### src/rtl/sram_rr_scheduler_if.sv
// sram_rr_scheduler_if
// Bundles the requester ports and the SRAM controller command/return signals
// of sram_rr_scheduler.
//   slave  : scheduler view (request valids/data in, readies out, command out,
//            read return in, read data and status out)
//   master : environment view (requesters plus SRAM controller), mirror of slave
// Ports carried:
//   w0/w1_din_valid, w0/w1_din_ready, w0/w1_din {mask, addr, data}
//   r0/r1_din_valid, r0/r1_din_ready, r0/r1_din (address)
//   r0/r1_dout_valid, r0/r1_dout (read data, one-cycle pulse)
//   sram_addr_valid, sram_ready, sram_addr, sram_data_in, sram_write_mask
//   sram_data_out, sram_data_out_valid, tag_count, err_underflow
interface sram_rr_scheduler_if #(
    parameter int ADDR_W    = 18,
    parameter int DATA_W    = 32,
    parameter int TAG_DEPTH = 8
);
    localparam int CNT_W = $clog2(TAG_DEPTH) + 1;

    logic                       w0_din_valid;
    logic                       w0_din_ready;
    logic [4+ADDR_W+DATA_W-1:0] w0_din;
    logic                       w1_din_valid;
    logic                       w1_din_ready;
    logic [4+ADDR_W+DATA_W-1:0] w1_din;
    logic                       r0_din_valid;
    logic                       r0_din_ready;
    logic [ADDR_W-1:0]          r0_din;
    logic                       r1_din_valid;
    logic                       r1_din_ready;
    logic [ADDR_W-1:0]          r1_din;
    logic                       r0_dout_valid;
    logic [DATA_W-1:0]          r0_dout;
    logic                       r1_dout_valid;
    logic [DATA_W-1:0]          r1_dout;
    logic                       sram_addr_valid;
    logic                       sram_ready;
    logic [ADDR_W-1:0]          sram_addr;
    logic [DATA_W-1:0]          sram_data_in;
    logic [3:0]                 sram_write_mask;
    logic [DATA_W-1:0]          sram_data_out;
    logic                       sram_data_out_valid;
    logic [CNT_W-1:0]           tag_count;
    logic                       err_underflow;

    modport slave (
        input  w0_din_valid, w0_din, w1_din_valid, w1_din,
        input  r0_din_valid, r0_din, r1_din_valid, r1_din,
        input  sram_ready, sram_data_out, sram_data_out_valid,
        output w0_din_ready, w1_din_ready, r0_din_ready, r1_din_ready,
        output r0_dout_valid, r0_dout, r1_dout_valid, r1_dout,
        output sram_addr_valid, sram_addr, sram_data_in, sram_write_mask,
        output tag_count, err_underflow
    );

    modport master (
        output w0_din_valid, w0_din, w1_din_valid, w1_din,
        output r0_din_valid, r0_din, r1_din_valid, r1_din,
        output sram_ready, sram_data_out, sram_data_out_valid,
        input  w0_din_ready, w1_din_ready, r0_din_ready, r1_din_ready,
        input  r0_dout_valid, r0_dout, r1_dout_valid, r1_dout,
        input  sram_addr_valid, sram_addr, sram_data_in, sram_write_mask,
        input  tag_count, err_underflow
    );
endinterface

### src/rtl/sram_rr_scheduler.sv
// sram_rr_scheduler
// Shares one ZBT SRAM controller between two writers (w0, w1) and two readers
// (r0, r1). Requests are arbitrated into a single registered command (CR) that
// drives the controller's ready/valid command port. Each issued read pushes the
// requester id into a tag FIFO; returned data pops it and is steered to the
// requester that issued the read.
// Ports:
//   clock  - single clock for all logic
//   reset  - asynchronous, active-high, clears all state
//   bus    - sram_rr_scheduler_if.slave (requesters, SRAM command/return,
//            tag_count, sticky err_underflow)
// Configuration:
//   SRAM_SCHED_READ_PRIORITY_EN - when defined, eligible reads always beat
//   eligible writes, with separate 1-bit round-robin pointers for reads and
//   writes. Undefined: plain 4-way round robin w0, r0, w1, r1.
module sram_rr_scheduler #(
    parameter int ADDR_W    = 18,
    parameter int DATA_W    = 32,
    parameter int TAG_DEPTH = 8
) (
    input logic                clock,
    input logic                reset,
    sram_rr_scheduler_if.slave bus
);
    localparam int CNT_W  = $clog2(TAG_DEPTH) + 1;
    localparam int IDX_W  = $clog2(TAG_DEPTH);
    localparam int WREQ_W = 4 + ADDR_W + DATA_W;

    // Encoding doubles as the round-robin position.
    typedef enum logic [1:0] {REQ_W0 = 2'd0, REQ_R0 = 2'd1, REQ_W1 = 2'd2, REQ_R1 = 2'd3} req_e;

    logic                 cr_valid_q, cr_valid_d;
    logic [ADDR_W-1:0]    cr_addr_q, cr_addr_d;
    logic [DATA_W-1:0]    cr_data_q, cr_data_d;
    logic [3:0]           cr_mask_q, cr_mask_d;
`ifdef SRAM_SCHED_READ_PRIORITY_EN
    logic                 rd_ptr_q, rd_ptr_d;
    logic                 wr_ptr_q, wr_ptr_d;
`else
    logic [1:0]           rr_ptr_q, rr_ptr_d;
    logic [1:0]           idx;
`endif
    logic [TAG_DEPTH-1:0] tag_mem_q, tag_mem_d;
    logic [IDX_W-1:0]     tag_wr_q, tag_wr_d;
    logic [IDX_W-1:0]     tag_rd_q, tag_rd_d;
    logic [CNT_W-1:0]     tag_count_q, tag_count_d;
    logic                 r0_dout_valid_q, r0_dout_valid_d;
    logic                 r1_dout_valid_q, r1_dout_valid_d;
    logic [DATA_W-1:0]    r0_dout_q, r0_dout_d;
    logic [DATA_W-1:0]    r1_dout_q, r1_dout_d;
    logic                 err_q, err_d;

    logic                 cr_open;
    logic                 tag_full;
    logic [3:0]           elig;
    logic [3:0]           gnt;
    logic                 gnt_any;
    req_e                 gnt_id;
    logic [WREQ_W-1:0]    wreq;
    logic [3:0]           wmask;
    logic                 push, pop, push_id, pop_id;

    // Arbitration: the CR can take a new command when empty or draining now.
    // elig bit index equals the req_e encoding.
    always_comb begin
        tag_full = (tag_count_q == CNT_W'(TAG_DEPTH));
        cr_open  = !cr_valid_q || bus.sram_ready;
        elig     = {bus.r1_din_valid & !tag_full, bus.w1_din_valid,
                    bus.r0_din_valid & !tag_full, bus.w0_din_valid};
        gnt      = '0;
        gnt_any  = 1'b0;
        gnt_id   = REQ_W0;
`ifdef SRAM_SCHED_READ_PRIORITY_EN
        rd_ptr_d = rd_ptr_q;
        wr_ptr_d = wr_ptr_q;
        if (cr_open) begin
            if (elig[1] || elig[3]) begin
                gnt_any  = 1'b1;
                gnt_id   = (elig[1] && (!rd_ptr_q || !elig[3])) ? REQ_R0 : REQ_R1;
                rd_ptr_d = (gnt_id == REQ_R0);
            end else if (elig[0] || elig[2]) begin
                gnt_any  = 1'b1;
                gnt_id   = (elig[0] && (!wr_ptr_q || !elig[2])) ? REQ_W0 : REQ_W1;
                wr_ptr_d = (gnt_id == REQ_W0);
            end
        end
`else
        rr_ptr_d = rr_ptr_q;
        idx      = rr_ptr_q;
        if (cr_open) begin
            for (int k = 0; k < 4; k++) begin
                idx = rr_ptr_q + 2'(k);
                if (!gnt_any && elig[idx]) begin
                    gnt_any = 1'b1;
                    gnt_id  = req_e'(idx);
                end
            end
        end
        if (gnt_any) rr_ptr_d = 2'(gnt_id) + 2'd1;
`endif
        if (gnt_any) gnt[gnt_id] = 1'b1;
    end

    assign bus.w0_din_ready = gnt[0];
    assign bus.r0_din_ready = gnt[1];
    assign bus.w1_din_ready = gnt[2];
    assign bus.r1_din_ready = gnt[3];

    // Command register load. A zero write mask would look like a read to the
    // controller, so it is promoted to a full-word write.
    always_comb begin
        cr_valid_d = cr_valid_q && !bus.sram_ready;
        cr_addr_d  = cr_addr_q;
        cr_data_d  = cr_data_q;
        cr_mask_d  = cr_mask_q;
        wreq       = (gnt_id == REQ_W1) ? bus.w1_din : bus.w0_din;
        wmask      = wreq[WREQ_W-1 -: 4];
        if (gnt_any) begin
            cr_valid_d = 1'b1;
            case (gnt_id)
                REQ_R0: begin
                    cr_addr_d = bus.r0_din;
                    cr_data_d = '0;
                    cr_mask_d = 4'b0000;
                end
                REQ_R1: begin
                    cr_addr_d = bus.r1_din;
                    cr_data_d = '0;
                    cr_mask_d = 4'b0000;
                end
                default: begin
                    cr_addr_d = wreq[ADDR_W+DATA_W-1 -: ADDR_W];
                    cr_data_d = wreq[DATA_W-1:0];
                    cr_mask_d = (wmask == 4'b0000) ? 4'b1111 : wmask;
                end
            endcase
        end
    end

    // Tag FIFO and read return steering. A return with no outstanding tag is
    // dropped and latched as a sticky error.
    always_comb begin
        push            = gnt_any && (gnt_id == REQ_R0 || gnt_id == REQ_R1);
        push_id         = (gnt_id == REQ_R1);
        pop             = bus.sram_data_out_valid && (tag_count_q != '0);
        pop_id          = tag_mem_q[tag_rd_q];
        tag_mem_d       = tag_mem_q;
        tag_wr_d        = tag_wr_q;
        tag_rd_d        = tag_rd_q;
        if (push) begin
            tag_mem_d[tag_wr_q] = push_id;
            tag_wr_d            = tag_wr_q + IDX_W'(1);
        end
        if (pop) tag_rd_d = tag_rd_q + IDX_W'(1);
        tag_count_d     = tag_count_q + CNT_W'(push) - CNT_W'(pop);
        r0_dout_valid_d = pop && !pop_id;
        r1_dout_valid_d = pop && pop_id;
        r0_dout_d       = (pop && !pop_id) ? bus.sram_data_out : r0_dout_q;
        r1_dout_d       = (pop && pop_id) ? bus.sram_data_out : r1_dout_q;
        err_d           = err_q || (bus.sram_data_out_valid && (tag_count_q == '0));
    end

    // State registers.
    always_ff @(posedge clock or posedge reset) begin
        if (reset) begin
            cr_valid_q      <= 1'b0;
            cr_addr_q       <= '0;
            cr_data_q       <= '0;
            cr_mask_q       <= '0;
`ifdef SRAM_SCHED_READ_PRIORITY_EN
            rd_ptr_q        <= 1'b0;
            wr_ptr_q        <= 1'b0;
`else
            rr_ptr_q        <= 2'd0;
`endif
            tag_mem_q       <= '0;
            tag_wr_q        <= '0;
            tag_rd_q        <= '0;
            tag_count_q     <= '0;
            r0_dout_valid_q <= 1'b0;
            r1_dout_valid_q <= 1'b0;
            r0_dout_q       <= '0;
            r1_dout_q       <= '0;
            err_q           <= 1'b0;
        end else begin
            cr_valid_q      <= cr_valid_d;
            cr_addr_q       <= cr_addr_d;
            cr_data_q       <= cr_data_d;
            cr_mask_q       <= cr_mask_d;
`ifdef SRAM_SCHED_READ_PRIORITY_EN
            rd_ptr_q        <= rd_ptr_d;
            wr_ptr_q        <= wr_ptr_d;
`else
            rr_ptr_q        <= rr_ptr_d;
`endif
            tag_mem_q       <= tag_mem_d;
            tag_wr_q        <= tag_wr_d;
            tag_rd_q        <= tag_rd_d;
            tag_count_q     <= tag_count_d;
            r0_dout_valid_q <= r0_dout_valid_d;
            r1_dout_valid_q <= r1_dout_valid_d;
            r0_dout_q       <= r0_dout_d;
            r1_dout_q       <= r1_dout_d;
            err_q           <= err_d;
        end
    end

    assign bus.sram_addr_valid = cr_valid_q;
    assign bus.sram_addr       = cr_addr_q;
    assign bus.sram_data_in    = cr_data_q;
    assign bus.sram_write_mask = cr_mask_q;
    assign bus.tag_count       = tag_count_q;
    assign bus.err_underflow   = err_q;
    assign bus.r0_dout_valid   = r0_dout_valid_q;
    assign bus.r1_dout_valid   = r1_dout_valid_q;
    assign bus.r0_dout         = r0_dout_q;
    assign bus.r1_dout         = r1_dout_q;
endmodule

### src/flat_wrapper.sv
// flat-port wrapper written by rule: the top's interface ports become plain ports
module sram_rr_scheduler_flat 
#(
    parameter int ADDR_W    = 18,
    parameter int DATA_W    = 32,
    parameter int TAG_DEPTH = 8
)
  (clock, reset, bus_w0_din_valid, bus_w0_din, bus_w1_din_valid, bus_w1_din, bus_r0_din_valid, bus_r0_din, bus_r1_din_valid, bus_r1_din, bus_sram_ready, bus_sram_data_out, bus_sram_data_out_valid, bus_w0_din_ready, bus_w1_din_ready, bus_r0_din_ready, bus_r1_din_ready, bus_r0_dout_valid, bus_r0_dout, bus_r1_dout_valid, bus_r1_dout, bus_sram_addr_valid, bus_sram_addr, bus_sram_data_in, bus_sram_write_mask, bus_tag_count, bus_err_underflow);
  sram_rr_scheduler_if #(.ADDR_W(ADDR_W), .DATA_W(DATA_W), .TAG_DEPTH(TAG_DEPTH)) bus_i ();
  input logic clock;
  input logic reset;
  input wire logic [$bits(bus_i.w0_din_valid)-1:0] bus_w0_din_valid;
  input wire logic [$bits(bus_i.w0_din)-1:0] bus_w0_din;
  input wire logic [$bits(bus_i.w1_din_valid)-1:0] bus_w1_din_valid;
  input wire logic [$bits(bus_i.w1_din)-1:0] bus_w1_din;
  input wire logic [$bits(bus_i.r0_din_valid)-1:0] bus_r0_din_valid;
  input wire logic [$bits(bus_i.r0_din)-1:0] bus_r0_din;
  input wire logic [$bits(bus_i.r1_din_valid)-1:0] bus_r1_din_valid;
  input wire logic [$bits(bus_i.r1_din)-1:0] bus_r1_din;
  input wire logic [$bits(bus_i.sram_ready)-1:0] bus_sram_ready;
  input wire logic [$bits(bus_i.sram_data_out)-1:0] bus_sram_data_out;
  input wire logic [$bits(bus_i.sram_data_out_valid)-1:0] bus_sram_data_out_valid;
  output wire logic [$bits(bus_i.w0_din_ready)-1:0] bus_w0_din_ready;
  output wire logic [$bits(bus_i.w1_din_ready)-1:0] bus_w1_din_ready;
  output wire logic [$bits(bus_i.r0_din_ready)-1:0] bus_r0_din_ready;
  output wire logic [$bits(bus_i.r1_din_ready)-1:0] bus_r1_din_ready;
  output wire logic [$bits(bus_i.r0_dout_valid)-1:0] bus_r0_dout_valid;
  output wire logic [$bits(bus_i.r0_dout)-1:0] bus_r0_dout;
  output wire logic [$bits(bus_i.r1_dout_valid)-1:0] bus_r1_dout_valid;
  output wire logic [$bits(bus_i.r1_dout)-1:0] bus_r1_dout;
  output wire logic [$bits(bus_i.sram_addr_valid)-1:0] bus_sram_addr_valid;
  output wire logic [$bits(bus_i.sram_addr)-1:0] bus_sram_addr;
  output wire logic [$bits(bus_i.sram_data_in)-1:0] bus_sram_data_in;
  output wire logic [$bits(bus_i.sram_write_mask)-1:0] bus_sram_write_mask;
  output wire logic [$bits(bus_i.tag_count)-1:0] bus_tag_count;
  output wire logic [$bits(bus_i.err_underflow)-1:0] bus_err_underflow;
  assign bus_i.w0_din_valid = bus_w0_din_valid;
  assign bus_i.w0_din = bus_w0_din;
  assign bus_i.w1_din_valid = bus_w1_din_valid;
  assign bus_i.w1_din = bus_w1_din;
  assign bus_i.r0_din_valid = bus_r0_din_valid;
  assign bus_i.r0_din = bus_r0_din;
  assign bus_i.r1_din_valid = bus_r1_din_valid;
  assign bus_i.r1_din = bus_r1_din;
  assign bus_i.sram_ready = bus_sram_ready;
  assign bus_i.sram_data_out = bus_sram_data_out;
  assign bus_i.sram_data_out_valid = bus_sram_data_out_valid;
  assign bus_w0_din_ready = bus_i.w0_din_ready;
  assign bus_w1_din_ready = bus_i.w1_din_ready;
  assign bus_r0_din_ready = bus_i.r0_din_ready;
  assign bus_r1_din_ready = bus_i.r1_din_ready;
  assign bus_r0_dout_valid = bus_i.r0_dout_valid;
  assign bus_r0_dout = bus_i.r0_dout;
  assign bus_r1_dout_valid = bus_i.r1_dout_valid;
  assign bus_r1_dout = bus_i.r1_dout;
  assign bus_sram_addr_valid = bus_i.sram_addr_valid;
  assign bus_sram_addr = bus_i.sram_addr;
  assign bus_sram_data_in = bus_i.sram_data_in;
  assign bus_sram_write_mask = bus_i.sram_write_mask;
  assign bus_tag_count = bus_i.tag_count;
  assign bus_err_underflow = bus_i.err_underflow;
  sram_rr_scheduler #(.ADDR_W(ADDR_W), .DATA_W(DATA_W), .TAG_DEPTH(TAG_DEPTH)) u_core (.clock(clock), .reset(reset), .bus(bus_i));
endmodule
### config.mk
export PLATFORM = sky130hd
export DESIGN_NAME = sram_rr_scheduler_flat
export DESIGN_NICKNAME = d
export VERILOG_FILES = /design/src/rtl/sram_rr_scheduler_if.sv /design/src/rtl/sram_rr_scheduler.sv /design/src/flat_wrapper.sv
export SDC_FILE = /design/constraint.sdc
export NUM_CORES = 1
export LEC_CHECK = 0
export BUFFER_PORTS_ARGS = -buffer_cell sky130_fd_sc_hd__buf_2
export CORE_MARGIN = 4
export CORE_UTILIZATION = 42
export DETAILED_ROUTE_END_ITERATION = 10
export PLACE_DENSITY = 0.74
export SLEW_MARGIN = 40
export SYNTH_ARGS = -nofsm -noshare
export SYNTH_HDL_FRONTEND = slang
export SYNTH_SLANG_ARGS = --single-unit
### constraint.sdc
create_clock -name clock -period 5 [get_ports clock]
set_clock_uncertainty 0.2 [all_clocks]
set_input_delay 0.75 -clock clock [delete_from_list [all_inputs] [get_ports clock]]
set_output_delay 0.75 -clock clock [all_outputs]
set_load 0.02 [all_outputs]
==> impl_metrics.py, run 1 <==
metrics = {
    "run_status": {
        "status": "complete, no violations",
    },
    "grt": {
        "grt_pass1_vias": 5620,
        "track_usage": 0.207,
        "grt_max_degree": 100,
        "gr-total-overflow": 0,
        "antenna_found_initial": 2,
        "grt_first_pass_wirelength_microns": 29400,
    },
    "routing": {
        "viasPerCell": 5.11,
        "routed_wirelength_microns": 18500,
        "via_count": 5505,
        "drcViolationCount": 0,
        "drt_iter0_markers": 243,
        "wire_per_inst_microns": 17.2,
        "firstDrtPassIters": 4,
        "ant_nets": 0,
    },
    "sta": {
        "worst_pin_slew_ns": 0.660,
        "period_share": 0.844,
        "rsz0062_at_grt": "no",
        "post-route-min-period_ns": 4.22,
        "hold_viol": 0,
        "setup_tns_ns": 0,
        "layout_setup_ws_ns": 0.781,
        "fmax_mhz": 237,
        "final_max_slew_viol_count": 0,
        "setup_viol": 0,
        "max_slew_margin": 0.560,
    },
    "synthesis": {
        "async_flop_share": 1.00,
        "syn_area_per_cell_sq_um": 12.1,
        "netlist_area_sq_um": 6590,
        "synth-edff-count": 0,
        "synth.distinct_cells": 48,
        "synthCells": 545,
        "yosysWarnings": 0,
        "ys_ff_latch": 142,
        "ys.flop_type": "dfrtp_1",
        "synth_nets": 742,
        "synth-seq-area-share": 0.539,
    },
    "power": {
        "power_density_nw_per_um2": 650,
        "finalPower_uw": 5810,
        "leakage_uw": 0.00442,
        "ir_drop_uv": 231,
    },
    "worst_setup_path": {
        "critPathArrivalTime_ns": 3.27,
        "endpoint": "bus_w1_din_ready",
        "reg2reg_from": "u_core.bus.tag_count[2]$_DFF_PP0_",
        "worstReg2RegEnd": "u_core.bus.sram_write_mask[1]$_DFFE_PP0N_",
        "critPathLaunch": "u_core.bus.tag_count[2]$_DFF_PP0_",
        "worstSetupEndpointType": "primary output",
        "worstPathRequired_ns": 4.05,
        "rrSetupSlack_ns": 1.27,
        "r2r_cells": 12,
        "cp_max_fo": 18,
        "cp-start-kind": "flip-flop",
        "path_class": "flip-flop to primary output",
    },
    "floorplanning": {
        "die_area_sq_um": 17800,
        "start_util": 0.432,
        "coreArea_sq_um": 15300,
        "rows": 45,
        "fp.dieH_microns": 133,
        "die_x_microns": 133,
        "top_level_ports": 314,
    },
    "clock_tree": {
        "htree_levels": 4,
        "cts_root_buf": "clkbuf_16",
        "cts_resized": 0,
        "cts_buffers": 17,
        "cts_setup_buffers": 0,
        "insertion_delay_ns": 0.41,
        "postCtsHoldBufs": 0,
        "cts_sinks": 142,
        "clk_path_buf_depth": 2,
        "clk_pin_slew_ns": 0.06,
        "cts_tree": "built",
    },
    "final_layout": {
        "drive_gt1_frac": 0.495,
        "nets": 1050,
        "final_util": 0.586,
        "fillCellCount": 1335,
        "syn2layout_area_growth_pct": 35.8,
    },
    "placed_design": {
        "gp_congestion": 0.865,
        "post-dp-hpwl_microns": 13800,
        "io_buffers": 313,
        "place_ws_ns": 1.22,
    },
    "hold_path": {
        "hold_path.class": "input port to asynchronous set/reset pin",
    },
    "flow_run": {
        "max-cap-violations": 0,
    },
}
registers in the layout, summed over array words and instances, names as in the netlist, 3 cells and up:
name,flops
u_core.bus.r0_dout,32
u_core.bus.r1_dout,32
u_core.bus.sram_addr,18
u_core.bus.sram_data_in,32
u_core.bus.sram_write_mask,4
u_core.bus.tag_count,4
u_core.tag_mem_q,8
u_core.tag_rd_q,3
u_core.tag_wr_q,3
through the flow:
step / std cells / instance area, sq um / hold slack, ns
6_report: 1078 / 8950 / 0.265
5_1_grt: 1078 / 8950 / 0.304
3_5_place_dp: 1044 / 8370 / 0.264
2_1_floorplan: 545 / 6590 / 0.257
3_3_place_gp: 1044 / 8370 / 0.249
4_1_cts: 1075 / 8940 / 0.278
cells in the final DEF (no fill, tap or decap), drive strengths merged, types with 12 or more instances in the layout:
cell	instances
a22o	22
a22oi	20
buf	324
clkbuf	20
dfrtp	142
ha	12
inv	16
mux2	72
mux2i	56
nand2	47
o21ai	55
Yosys cell counts, types with 3 or more instances:
| cell type | count | area share |
|---|---|---|
| dfrtp_1 | 142 | 0.54 |
| mux2_2 | 65 | 0.11 |
| mux2i_1 | 56 | 0.085 |
| nand2_1 | 47 | 0.027 |
| o21ai_0 | 46 | 0.035 |
| clkbuf_1 | 25 | 0.014 |
| a22o_1 | 22 | 0.029 |
| a22oi_1 | 20 | 0.023 |
| inv_1 | 14 | 0.0080 |
| ha_1 | 12 | 0.023 |
| buf_2 | 9 | 0.0068 |
| nor2_1 | 9 | 0.0051 |
| o21ai_1 | 9 | 0.0068 |
| mux2_1 | 7 | 0.012 |
| and2_1 | 6 | 0.0057 |
| a21oi_1 | 5 | 0.0038 |
| nand3_1 | 5 | 0.0038 |
| a21o_1 | 3 | 0.0034 |
| nor3_1 | 3 | 0.0023 |
| xnor2_1 | 3 | 0.0040 |
| xor2_1 | 3 | 0.0040 |
power by group:
group | leakage [uW] | total, uW | internal, uW | switching (uW)
combinational | 0.00241 | 2600 | 1070 | 1530
sequential | 0.00174 | 2010 | 1690 | 322
clock | 0.000269 | 1200 | 713 | 490
kinds of logic (layout without fill, tap and decap cells):
kind of cell             count (synthesis)  count (layout)  synth area share
buffers and inverters                   49             369            0.0296
flip-flops                             142             142             0.539
multiplexers                           129             129             0.212
other                                    0               2                 0
adder cells (fa/ha/maj)                 13              13            0.0258
AO/OA/AOI/OAI                          117             117             0.116
XOR/XNOR                                 6               6           0.00798
AND/OR/NAND/NOR                         89              89            0.0695
worst max-delay path, stage by stage, from the launching register on:
cell      delay [ns]
dfrtp_1         0.37
inv_1           0.10
ha_1            0.17
or3b_2          0.49
and2_1          0.20
o22ai_1         0.12
o21ai_0         0.13
a311oi_1        0.51
ha_4            0.42
and2_1          0.18
buf_2           0.16
worst min path at each step:
| stage | start | slack (ns) | cells past startpoint | endpoint |
|---|---|---|---|---|
| detailed placement | u_core.bus.err_underflow$_DFF_PP0_ | 0.26 | 1 | u_core.bus.err_underflow$_DFF_PP0_ |
| global placement | u_core.bus.err_underflow$_DFF_PP0_ | 0.25 | 1 | u_core.bus.err_underflow$_DFF_PP0_ |
| CTS | reset | 0.28 | 2 | u_core.bus.r0_dout[30]$_DFFE_PP0P_ |
| floorplan | u_core.tag_mem_q[4]$_DFFE_PP0P_ | 0.26 | 1 | u_core.tag_mem_q[4]$_DFFE_PP0P_ |
| finish | reset | 0.27 | 2 | u_core.bus.r0_dout[30]$_DFFE_PP0P_ |
| global route | u_core.bus.sram_data_in[16]$_DFFE_PP0N_ | 0.30 | 2 | u_core.bus.sram_data_in[16]$_DFFE_PP0N_ |
cell type report:
| cell class | count | area [sq um] | share of cell area |
|---|---|---|---|
| inverter | 14 | 60.1 | 0.00671 |
| clock inverter | 11 | 110 | 0.0123 |
| sequential | 142 | 3550 | 0.397 |
| clock buffer | 20 | 457 | 0.0510 |
| timing repair buffer | 324 | 1650 | 0.184 |
| antenna | 2 | 5.00 | 0.000559 |
| tap | 211 | 264 | 0.0295 |
| multi-input combinational | 354 | 2850 | 0.319 |
layer usage:
metal	up-vias	GRT usage	part of all wire
met2	238	0.346	0.49
met1	2649	0.251	0.41
met3	27	0.0691	0.086
met4	0	0.0709	0.020
met5	-	0	0
li1	2591	-	-
(Power assumes the default switching activity.)
==> run 2: changes to the inputs <==
clock period = 3.59 ns   (was 5 ns; I/O delays follow)
==> impl_metrics.py, run 2 (synthesized netlist as in run 1, its figures left out) <==
metrics = {
    "floorplanning": {
        "fp.dieH_microns": 133,
        "die_x_microns": 133,
        "coreArea_sq_um": 15300,
        "start_util": 0.432,
        "top_level_ports": 314,
        "die_area_sq_um": 17800,
        "rows": 45,
    },
    "worst_setup_path": {
        "rrSetupSlack_ns": 0.30,
        "path_class": "flip-flop to primary output",
        "critPathArrivalTime_ns": 2.73,
        "r2r_cells": 14,
        "cp-start-kind": "flip-flop",
        "critPathMaxStageDelay_ns": 0.39,
        "slowest_stage": "or3b_4",
        "reg2reg_from": "u_core.bus.tag_count[2]$_DFF_PP0_",
        "cp_max_fo": 3,
        "crit_path_cell_trace": "inv_2 -> ha_2 -> or3b_4 -> and2_4 -> o22ai_2 -> o21ai_2 -> a311oi_2 -> buf_4 -> ha_4 -> and2_1 -> buf_6",
        "worstReg2RegEnd": "u_core.bus.sram_write_mask[0]$_DFFE_PP0N_",
        "worstPathRequired_ns": 2.85,
        "worstSetupEndpointType": "primary output",
    },
    "grt": {
        "antenna_found_initial": 2,
        "track_usage": 0.208,
        "grt_first_pass_wirelength_microns": 29400,
        "grt_max_degree": 77,
        "gr-total-overflow": 0,
        "grt_pass1_vias": 5693,
    },
    "hold_path": {
        "worstHoldStart": "bus_sram_data_out[14]",
        "hold_depth": 2,
        "min_to": "u_core.bus.r0_dout[14]$_DFFE_PP0P_",
        "hold_path.class": "input port to flip-flop",
    },
    "power": {
        "leakage_uw": 0.00449,
        "power_density_nw_per_um2": 903,
        "ir_drop_uv": 374,
    },
    "sta": {
        "hold_ws_ns": 0.165,
        "hold_viol": 0,
        "post-route-min-period_ns": 3.47,
        "setup_viol": 0,
        "worst_pin_slew_ns": 0.604,
        "final_max_slew_viol_count": 0,
        "max_slew_margin": 0.597,
        "period_share": 0.965,
        "fmax_mhz": 289,
    },
    "final_layout": {
        "multi_input_area_sq_um": 2890,
        "mostFrequentLayoutCells": "buf_2 (312), dfrtp_1 (142), mux2_2 (65)",
        "final_area_sq_um": 9130,
        "syn2layout_area_growth_pct": 38.5,
        "drive_gt1_frac": 0.513,
        "regArea_sq_um": 3550,
        "nets": 1060,
        "layout_commonest_cell": "buf_2",
        "fillCellCount": 1313,
        "instances_no_fill": 1089,
    },
    "clock_tree": {
        "cts_buffers": 17,
        "cts_tree": "built",
        "clk_path_buf_depth": 2,
        "insertion_delay_ns": 0.41,
        "cts_sinks": 142,
        "clk_pin_slew_ns": 0.06,
        "htree_levels": 4,
        "cts_root_buf": "clkbuf_16",
    },
    "routing": {
        "ant_nets": 0,
        "firstDrtPassIters": 4,
        "routed_wirelength_microns": 18700,
        "wire_per_inst_microns": 17.2,
        "drcViolationCount": 0,
        "via_count": 5462,
        "viasPerCell": 5.02,
        "drt_iter0_markers": 194,
    },
    "placed_design": {
        "placedCellCount": 1048,
        "place_area_sq_um": 8430,
        "gp_congestion": 0.849,
        "post-dp-hpwl_microns": 13900,
        "io_buffers": 313,
    },
    "run_status": {
        "status": "complete, no violations",
    },
    "flow_run": {
        "max-cap-violations": 0,
    },
}
==> run 2: changes by cell type in the layout (fill, tap and decap cells not counted), sizes merged <==
cell,before,now
buf,324,333
clkbuf,20,17
clkinv,5,2
clkinvlp,3,5
dlygate4sd3,0,1
inv,16,21
==> run 2: final cells by class <==
type / instances / area share
timing repair buffer: 334 / 0.195
inverter: 14 / 0.00617
antenna: 2 / 0.000548
tap: 211 / 0.0289
multi-input combinational: 354 / 0.316
sequential: 142 / 0.389
clock buffer: 17 / 0.0466
clock inverter: 15 / 0.0166
==> run 2: power breakdown <==
| part | internal (uW) | switching [uW] | total, uW | leakage [uW] |
|---|---|---|---|---|
| logic | 1560 | 2170 | 3730 | 0.00248 |
| clock network | 977 | 737 | 1710 | 0.000273 |
| registers | 2350 | 445 | 2790 | 0.00174 |
| total | 4880 | 3360 | 8240 | 0.00449 |
==> run 2: worst max path at each step <==
| stage | start | endpoint | slack [ns] | cells past startpoint |
|---|---|---|---|---|
| floorplan | u_core.bus.tag_count[2]$_DFF_PP0_ | bus_w1_din_ready | 0.04 | 11 |
| global placement | u_core.bus.tag_count[2]$_DFF_PP0_ | bus_w1_din_ready | 0.16 | 10 |
| detailed placement | u_core.bus.tag_count[2]$_DFF_PP0_ | bus_w1_din_ready | 0.11 | 10 |
| CTS | u_core.bus.tag_count[2]$_DFF_PP0_ | bus_r0_din_ready | 0.02 | 10 |
| global route | u_core.bus.tag_count[2]$_DFF_PP0_ | bus_w1_din_ready | -0.01 | 11 |
| finish | u_core.bus.tag_count[2]$_DFF_PP0_ | bus_w1_din_ready | 0.12 | 11 |
==> run 2: repair_timing <==
action / 4_1_cts / 5_1_grt
pin swaps: 3 / 3
setup endpoints to repair: 3 / 8
hold buffers: 0 / 1
gates resized for setup: 4 / 11
setup buffers: 2 / 2
hold endpoints to repair: 0 / 20
==> run 2: worst max-delay path, delay by kind of cell (launching register included) <==
kind,cells,cell delay (ns)
adders and majority gates,2,0.30
DFF,1,0.38
and+or+nand+nor,3,0.69
AOI/OAI and AO/OA,3,0.57
buffers and inverters,3,0.39
==> run 2: routing by layer <==
layer	routed length, microns	track usage	vias to the layer above
met5	0	0	-
met1	7370	0.245	2605
met4	252	0.0623	0
met3	1530	0.0653	20
li1	-	-	2612
met2	9550	0.364	225
==> run 2: stage by stage <==
stage          utilization  setup TNS [ns]  power, uW  worst slack (ns)
2_1_floorplan            -               0       5220            0.0361
3_3_place_gp         0.552               0       6420             0.156
3_5_place_dp         0.552               0       6500             0.110
4_1_cts              0.592               0       8280            0.0172
5_1_grt              0.598         -0.0110       8770           -0.0110
6_report             0.598               0       8240             0.125
